**src/rtl/mux4_arb_pkg.sv**
```systemverilog
// Shared definitions for the 4-way round-robin mux arbiter: state encoding,
// requester count, select width and the round-robin search helper.
package mux4_arb_pkg;

    localparam int NREQ  = 4;
    localparam int SEL_W = 2;

    typedef enum logic {
        ST_IDLE  = 1'b0,
        ST_GRANT = 1'b1
    } arb_state_t;

    typedef struct packed {
        logic             valid;
        logic [SEL_W-1:0] idx;
    } rr_pick_t;

    // Searches last+1, last+2, ... wrapping 3->0. With excl_owner set, the
    // current owner (always equal to last) is skipped, so only others win.
    function automatic rr_pick_t rr_next(
        input logic [NREQ-1:0]  req,
        input logic [SEL_W-1:0] last,
        input logic             excl_owner
    );
        rr_pick_t         pick;
        logic [SEL_W-1:0] idx;
        pick = '0;
        for (int i = 1; i <= NREQ; i++) begin
            idx = last + SEL_W'(i);
            if (!pick.valid && req[idx] && !(excl_owner && (idx == last))) begin
                pick.valid = 1'b1;
                pick.idx   = idx;
            end
        end
        return pick;
    endfunction

    function automatic logic [NREQ-1:0] idx_onehot(input logic [SEL_W-1:0] idx);
        return NREQ'(1) << idx;
    endfunction

endpackage

```
**src/rtl/mux4_sel.sv**
```systemverilog
// DW-wide 4:1 multiplexer with enable; output forced to zero while disabled.
module mux4_sel
    import mux4_arb_pkg::*;
#(
    parameter int DW = 2
) (
    input  logic [DW-1:0]    a,
    input  logic [DW-1:0]    b,
    input  logic [DW-1:0]    c,
    input  logic [DW-1:0]    d,
    input  logic [SEL_W-1:0] s,
    input  logic             en,
    output logic [DW-1:0]    y
);

    always_comb begin
        y = '0;
        if (en) begin
            case (s)
                2'd0:    y = a;
                2'd1:    y = b;
                2'd2:    y = c;
                default: y = d;
            endcase
        end
    end

endmodule

```
**src/rtl/mux4_rr_arbiter.sv**
```systemverilog
// Round-robin arbiter owning the select/enable of a shared 4:1 mux.
// Optional grant hold limit enabled by defining MUX4_ARB_HOLD_LIMIT_EN.
module mux4_rr_arbiter
    import mux4_arb_pkg::*;
#(
    parameter int DW       = 2,
    parameter int MAX_HOLD = 4
) (
    input  logic             CLK,
    input  logic             RST,
    input  logic [NREQ-1:0]  REQ,
    input  logic [DW-1:0]    A,
    input  logic [DW-1:0]    B,
    input  logic [DW-1:0]    C,
    input  logic [DW-1:0]    D,
    output logic [NREQ-1:0]  GNT,
    output logic [SEL_W-1:0] S,
    output logic             EN,
    output logic [DW-1:0]    Y
);

    if (MAX_HOLD < 1) begin : g_bad_max_hold
        $error("mux4_rr_arbiter: MAX_HOLD must be >= 1");
    end

    arb_state_t       state_reg;
    logic [NREQ-1:0]  gnt_reg;
    logic [SEL_W-1:0] s_reg;
    logic             en_reg;
    logic [SEL_W-1:0] last_reg;
    rr_pick_t         pick_any;
    rr_pick_t         pick_other;

`ifdef MUX4_ARB_HOLD_LIMIT_EN
    localparam int HOLD_W = (MAX_HOLD > 1) ? $clog2(MAX_HOLD) : 1;
    localparam logic [HOLD_W-1:0] HOLD_SAT = HOLD_W'(MAX_HOLD - 1);
    logic [HOLD_W-1:0] hold_reg;
`endif

    // pick_any serves the idle search; pick_other finds a successor to the owner.
    always_comb begin
        pick_any   = rr_next(REQ, last_reg, 1'b0);
        pick_other = rr_next(REQ, last_reg, 1'b1);
    end

    always_ff @(posedge CLK) begin
        if (RST) begin
            state_reg <= ST_IDLE;
            gnt_reg   <= '0;
            s_reg     <= '0;
            en_reg    <= 1'b0;
            last_reg  <= SEL_W'(NREQ - 1);
`ifdef MUX4_ARB_HOLD_LIMIT_EN
            hold_reg  <= '0;
`endif
        end else begin
            case (state_reg)
                ST_IDLE: begin
                    if (pick_any.valid) begin
                        state_reg <= ST_GRANT;
                        gnt_reg   <= idx_onehot(pick_any.idx);
                        s_reg     <= pick_any.idx;
                        en_reg    <= 1'b1;
                        last_reg  <= pick_any.idx;
`ifdef MUX4_ARB_HOLD_LIMIT_EN
                        hold_reg  <= '0;
`endif
                    end
                end
                ST_GRANT: begin
                    if (REQ[s_reg]) begin
`ifdef MUX4_ARB_HOLD_LIMIT_EN
                        // Saturated owner yields only when someone else is waiting.
                        if ((hold_reg == HOLD_SAT) && pick_other.valid) begin
                            gnt_reg  <= idx_onehot(pick_other.idx);
                            s_reg    <= pick_other.idx;
                            last_reg <= pick_other.idx;
                            hold_reg <= '0;
                        end else if (hold_reg != HOLD_SAT) begin
                            hold_reg <= hold_reg + 1'b1;
                        end
`endif
                    end else if (pick_other.valid) begin
                        gnt_reg  <= idx_onehot(pick_other.idx);
                        s_reg    <= pick_other.idx;
                        last_reg <= pick_other.idx;
`ifdef MUX4_ARB_HOLD_LIMIT_EN
                        hold_reg <= '0;
`endif
                    end else begin
                        // S keeps its last value so the pointer history stays visible.
                        state_reg <= ST_IDLE;
                        gnt_reg   <= '0;
                        en_reg    <= 1'b0;
                    end
                end
                default: begin
                    state_reg <= ST_IDLE;
                    gnt_reg   <= '0;
                    en_reg    <= 1'b0;
                end
            endcase
        end
    end

    assign GNT = gnt_reg;
    assign S   = s_reg;
    assign EN  = en_reg;

    mux4_sel #(
        .DW (DW)
    ) u_sel (
        .a  (A),
        .b  (B),
        .c  (C),
        .d  (D),
        .s  (s_reg),
        .en (en_reg),
        .y  (Y)
    );

endmodule

```
**config.mk**
```make
export PLATFORM = sky130hd
export DESIGN_NAME = mux4_rr_arbiter
export DESIGN_NICKNAME = d
export VERILOG_FILES = /design/src/rtl/mux4_arb_pkg.sv /design/src/rtl/mux4_sel.sv /design/src/rtl/mux4_rr_arbiter.sv
export SDC_FILE = /design/constraint.sdc
export NUM_CORES = 1
export LEC_CHECK = 0
export ABC_AREA = 1
export CORE_ASPECT_RATIO = 1.5
export CORE_MARGIN = 2
export CORE_UTILIZATION = 42
export DETAILED_ROUTE_END_ITERATION = 12
export PLACE_DENSITY = 0.83
export SYNTH_ARGS = -nofsm -noshare
export SYNTH_HDL_FRONTEND = slang
export SYNTH_HIERARCHICAL = 1
export SYNTH_SLANG_ARGS = --single-unit
export TNS_END_PERCENT = 5
```
**constraint.sdc**
```tcl
create_clock -name CLK -period 1.5 [get_ports CLK]
set_input_delay 0.3 -clock CLK [delete_from_list [all_inputs] [get_ports CLK]]
set_output_delay 0.3 -clock CLK [all_outputs]
set_load 0.05 [all_outputs]
```
# After elaboration in Yosys (flattened, before gate mapping)
# Cells that the tools add are included.
dict set report op_classes {
  n_shift 2
  n_mux 35
  bitwise_logic 1
  n_eq_ne 9
  order_cmp 5
  addsub 3
  n_mul 0
  div_mod_pow 0
  reduce_logical 20
}
# op n
set ops {}
lappend ops {{two-way mux 3 bit} 7}
lappend ops {{< comparator 2 x 3 -> 1 bit, second input constant} 5}
lappend ops {{two-way mux 4 bit} 3}
lappend ops {{two-way mux 1 bit} 11}
lappend ops {{binary-select mux 1 bit (select 2 bit)} 5}
lappend ops {{logical AND 1 bit} 8}
lappend ops {{zero test 1 bit} 8}
lappend ops {{two-way mux 2 bit} 4}
lappend ops {{one-hot mux 4 bit (2 select lines)} 1}
lappend ops {{left shift 1 x 2 -> 4 bit, first input constant} 2}
lappend ops {{equality test 2 bit} 3}
lappend ops {{inequality test 2 bit, second input constant} 3}
lappend ops {{one-hot mux 2 bit (3 select lines)} 1}
lappend ops {{AND reduction 3 bit} 2}
lappend ops {{adder 2 bit, second input constant} 2}
lappend ops {{one-hot mux 1 bit (2 select lines)} 2}
lappend ops {{one-hot mux 2 bit (2 select lines)} 1}
lappend ops {{adder 2 x 1 -> 2 bit, second input constant} 1}
lappend ops {{equality test 2 x 1 -> 1 bit, second input constant} 1}
lappend ops {{equality test 2 bit, second input constant} 1}
lappend ops {{zero test 2 bit} 1}
lappend ops {{inequality test 2 x 1 -> 1 bit, second input constant} 1}
lappend ops {{AND reduction 2 bit} 1}
lappend ops {{inverter 1 bit} 1}
dict set report word_totals {
  latchBits 0
  inputBits 14
  rom_bits 0
  mem_count 0
  mem_bits_rw 0
  ff_bits 10
}

# Logic depth before layout (Yosys ltp)
dict set report depth {
  word_depth 17
  ltp_mapped 14
}

# By module
# Netlist, hierarchy kept.
# module seq_area_each_um2 cells_per_inst instances area_per_inst_um2
set by_module_without_submodules {}
lappend by_module_without_submodules {mux4_rr_arbiter 200.2 125 1 793.3}
lappend by_module_without_submodules {mux4_sel 0.0 21 1 86.3}

# Worst setup path before layout
# Ideal clock, no wire load.
dict set report synth_timing {
  path_kind {register to output}
  from {register s_reg[0] (netlist: S[0])}
  to {output Y[0]}
  path_slack_ps -184
  path_stages_with_launch 5
  required_ps 1200
  n_path_buf 0
  t_arrival_ps 1384
  path_cell_list {dfxtp_1 > o21ai_0 > nand3_1 > nand2_1 > inv_1}
}
dict set report synth_between {
  elab_chain_len 3
}
# element line
set synth_rtl {}
lappend synth_rtl {{start, declared} mux4_rr_arbiter.sv:28} ;# logic [SEL_W-1:0] s_reg;
lappend synth_rtl {{start signal, assigned} mux4_rr_arbiter.sv:62} ;# s_reg <= pick_any.idx;
lappend synth_rtl {{start signal, assigned} mux4_rr_arbiter.sv:85} ;# s_reg <= pick_other.idx;
lappend synth_rtl {{equality test 2 bit (tied with other cells)} mux4_sel.sv:19} ;# case (s)
lappend synth_rtl {{one-hot mux 2 bit (3 select lines) (*)} mux4_sel.sv:19}
lappend synth_rtl {{two-way mux 2 bit (*)} mux4_sel.sv:18} ;# if (en) begin
lappend synth_rtl {{end, declared} mux4_rr_arbiter.sv:19} ;# output logic [DW-1:0] Y
# Every way passes the cells marked *; elsewhere a longest branch is shown, timed or not.

# Worst setup path after layout
dict set report layout_timing {
  from {register last_reg[0]}
  to {register s_reg[0] (netlist: S[0])}
}
dict set report layout_between {
  elab_chain_len 16
}
# element line
set layout_rtl {}
lappend layout_rtl {{start, declared} mux4_rr_arbiter.sv:30} ;# logic [SEL_W-1:0] last_reg;
lappend layout_rtl {{start signal, assigned} mux4_rr_arbiter.sv:52} ;# last_reg <= SEL_W'(NREQ - 1);
lappend layout_rtl {{start signal, assigned} mux4_rr_arbiter.sv:64} ;# last_reg <= pick_any.idx;
lappend layout_rtl {{start signal, assigned} mux4_rr_arbiter.sv:86} ;# last_reg <= pick_other.idx;
lappend layout_rtl {{adder 2 x 1 -> 2 bit} mux4_arb_pkg.sv:29} ;# idx = last + SEL_W'(i);
lappend layout_rtl {{binary-select mux 1 bit (select 2 bit) or equality test 2 bit (tied branches)} mux4_arb_pkg.sv:30} ;# if (!pick.valid && req[idx] && !(excl_owner && (idx == last))) begin
lappend layout_rtl {{two-way mux 1 bit (not written as such) or zero test 1 bit (tied branches)} mux4_arb_pkg.sv:30}
lappend layout_rtl {{logical AND 1 bit} mux4_arb_pkg.sv:30}
lappend layout_rtl {{two-way mux 3 bit} mux4_arb_pkg.sv:30}
lappend layout_rtl {{zero test 1 bit} mux4_arb_pkg.sv:30}
lappend layout_rtl {{logical AND 1 bit (2 in a row)} mux4_arb_pkg.sv:30}
lappend layout_rtl {{two-way mux 3 bit} mux4_arb_pkg.sv:30}
lappend layout_rtl {{zero test 1 bit} mux4_arb_pkg.sv:30}
lappend layout_rtl {{logical AND 1 bit (2 in a row)} mux4_arb_pkg.sv:30}
lappend layout_rtl {{two-way mux 3 bit} mux4_arb_pkg.sv:30}
lappend layout_rtl {{two-way mux 2 bit} mux4_rr_arbiter.sv:83} ;# end else if (pick_other.valid) begin
lappend layout_rtl {{two-way mux 2 bit} mux4_rr_arbiter.sv:71} ;# if (REQ[s_reg]) begin
lappend layout_rtl {{one-hot mux 2 bit (2 select lines)} mux4_rr_arbiter.sv:57} ;# case (state_reg)
# Parallel ways exist; a longest one is shown, timed or not. The select of a mux whose other input is x is not followed.
# A chain may end at the register's enable or synchronous reset.

==> metrics <==
Critical Path RT=about 1.7 ns; total nets after synthesis=160; proportion of synthesized chip area in sequential cells=0.2276; cell count after synthesis=approximately 150; storage element area=roughly 210 um^2; die extent in y=60.05 um; post-DR vias/cell=5.451; maximum clock path buffer count=2; critical path launch point type=register; basic-gate share of the synthesized area counting and, or, nand and nor cells=0.5377; register clock-pin slew on the reported worst setup and hold paths=around 0.080 ns; Synth Area in Adders=0; most common cell after layout, fill and taps aside=sky130_fd_sc_hd__nand2_1; Nets=~200; Layout Skew=between 0.009 and 0.01 ns; Total GRT Usage=0.2578; detailed-route wire length per cell=around 15 um; total via count after detailed routing=roughly 1200; htree depth=1; ratio of total power to cell area=around 2400 nW/um^2; wire length of the first global-routing pass=~4.4 mm; category of the critical setup timing path=register to register; Core Region=roughly 2000 um^2; dominant combinational cell family by area after synthesis=simple AND/OR/NAND/NOR gates; violated checks=negative setup slack; combinational share of power=0.781; Max Transition Viols Final=0; Congestion Overflow GR=0; Final Cycle Share=1.065; number of flip-flops in the largest register=4; post-route non-filler standard cell count=about 210; Tightest Hold Check Type=register to register; number of library cell types mapped by synthesis=19; total area of multi-input combinational cells=between 700 and 800 um^2; maximum clock frequency=between 0.6 and 0.7 GHz; most frequent cells in the layout=sky130_fd_sc_hd__nand2_1, sky130_fd_sc_hd__nand2_4, sky130_fd_sc_hd__buf_4; vias in the first global route=1069; # setup viols final=12; number of nets with antenna violations after detailed routing=0; pin count of the biggest net entering global routing=13; starting utilization of the core area=0.4394; area growth from synthesis to layout=77.38%; Pint=about 0.0017 W; proportion of netlist area held by the largest area contributor=0.2276; Fillers=about 160; detailed-placement wirelength estimate=2.135 mm; mapped cell area=approximately 900 um^2; Max FO, Critical Path=5; final critical-path setup slack=-0.09714 ns; worst-margin pin slew=~0.33 ns; diode insertion count for antenna repair=0; compound-cell area share of the yosys netlist=0.1422; number of iterations in the first detailed-routing pass=4; arrival time of data at the critical path endpoint=about 1.8 ns; Die ar.=between 2000 and 2500 um^2; number of violations of the max-capacitance limit=0; antenna violations before repair=0; maximum vdd drop=~0.0014 V; register bit count reported by yosys=10; Synthesis Warnings=6; Post-route DRC=0; P_sw=around 0.002 W; total instance count after detailed placement=205; gp weighted congestion=0.9247; Worst Setup End Kind=register; TritonCTS Sinks=10; Die Wd=between 40 and 50 um; Sw Share=0.5375; TritonCTS clock tree=built; routed wire length=a little over 3 mm; TritonCTS buffer count=3; ranking of synthesized cells by area=sky130_fd_sc_hd__dfxtp_1, sky130_fd_sc_hd__nand2_1, sky130_fd_sc_hd__nand3_1; sequential share of power=0.152; post-place setup slack=-0.4710 ns; number of enable flip-flop cells after synthesis=0; Synth area leader=sky130_fd_sc_hd__dfxtp_1; final hold viol count=0; drt initial violations=23; Tot Pwr=~0.0038 W; I/O Buffers=22; share of cell area taken by muxes after synthesis=0; final critical-path required period=between 1.5 and 2 ns; Leakage=just under 0.8 nW; Layout Utilization=0.7794; share of post-route cells with drive strength above 1=0.4398; num rows=20; fraction of power consumed by the clock network=0.067; fraction of synthesized cell area in xor and xnor cells=0; worst-skew pair later-pin latency=around 0.28 ns; mean instance size in the synthesized netlist=between 6 and 7 um^2; Post-synth top flop=sky130_fd_sc_hd__dfxtp_1; Root Buffer=sky130_fd_sc_hd__clkbuf_4; status=finished, violations left; relative slew slack=0.7814; post-synthesis async set-or-reset flop share=0; Top-Level Pins=23; RSZ-0062 raised after global routing=true; number of hold-repair buffers added at the cts stage=0
power groups by stage:
stage | Sequential, W | Combinational [W] | Clock [W]
final | 0.000572 | 0.00294 | 0.000253
after global routing | 0.000581 | 0.00313 | 0.000271
after CTS | 0.000550 | 0.00271 | 0.000255
after detailed placement | 0.000522 | 0.00241 | 0
after global placement | 0.000518 | 0.00236 | 0
after floorplan | 0.000653 | 0.00141 | 0
layout make-up:
class                           count  area share
Multi-Input combinational cell    117      0.4763
Timing Repair Buffer               42      0.2967
Sequential cell                    10      0.1363
Inverter                           18     0.04972
Clock buffer                        4     0.02326
Tap cell                           22     0.01764
kinds of logic after synthesis:
family                 count (synthesis)
and+or+nand+nor                       96
buffers and inverters                 19
DFF                                   10
AOI/OAI and AO/OA                     21
through the flow:
step	hold WS [ns]	area, um^2	setup TNS, ns
CTS	0.5637	1496	-0.3345
detailed placement	0.5592	1329	-4.372
global route	0.5789	1560	-1.546
floorplan	0.3617	882.1	0
global placement	0.5419	1329	-3.810
finish	0.5778	1560	-0.7822
final timing paths:
| check | from | endpoint | slack [ns] | cells past startpoint |
|---|---|---|---|---|
| min reg2reg | EN$_SDFFE_PP0P_ | EN$_SDFFE_PP0P_ | 0.58 | 2 |
| min | EN$_SDFFE_PP0P_ | EN$_SDFFE_PP0P_ | 0.58 | 2 |
| max | last_reg[0]$_SDFFE_PP1P_ | S[0]$_SDFFE_PP0P_ | -0.1 | 9 |
| max reg2reg | last_reg[0]$_SDFFE_PP1P_ | S[0]$_SDFFE_PP0P_ | -0.1 | 9 |
Yosys cell counts, types with 3 or more instances:
library cell / count
sky130_fd_sc_hd__nand2_1: 43
sky130_fd_sc_hd__nand3_1: 18
sky130_fd_sc_hd__nor2_1: 16
sky130_fd_sc_hd__inv_1: 14
sky130_fd_sc_hd__dfxtp_1: 10
sky130_fd_sc_hd__a21oi_1: 7
sky130_fd_sc_hd__nand2_2: 7
sky130_fd_sc_hd__nand2_4: 5
sky130_fd_sc_hd__nand4_1: 5
sky130_fd_sc_hd__o21ai_1: 5
sky130_fd_sc_hd__o21ai_0: 4
sky130_fd_sc_hd__inv_2: 3
sky130_fd_sc_hd__o211ai_1: 3
critical path, stage by stage (launching register included):
cell	delay (ns)
sky130_fd_sc_hd__dfxtp_4	0.41
sky130_fd_sc_hd__buf_6	0.15
sky130_fd_sc_hd__nand2_2	0.07
sky130_fd_sc_hd__nand3_2	0.08
sky130_fd_sc_hd__nand2_4	0.08
sky130_fd_sc_hd__nor2_8	0.13
sky130_fd_sc_hd__nand4_1	0.19
sky130_fd_sc_hd__o21ai_2	0.23
sky130_fd_sc_hd__nand2_4	0.07
sky130_fd_sc_hd__a21oi_1	0.11
metal layers:
layer,track usage,share of wire,vias to the layer above
met5,0,0,-
met1,0.2765,0.37,549
met2,0.4821,0.58,37
met3,0.02974,0.039,7
met4,0.08295,0.014,0
li1,-,-,568
timing repair:
item,in CTS,in global routing
setup buffers,4,0
endpoints found under the hold margin,0,0
gates resized for setup,42,16
pin swaps,15,6
setup endpoints to repair,12,12
Power figures use the tool's default switching activity.
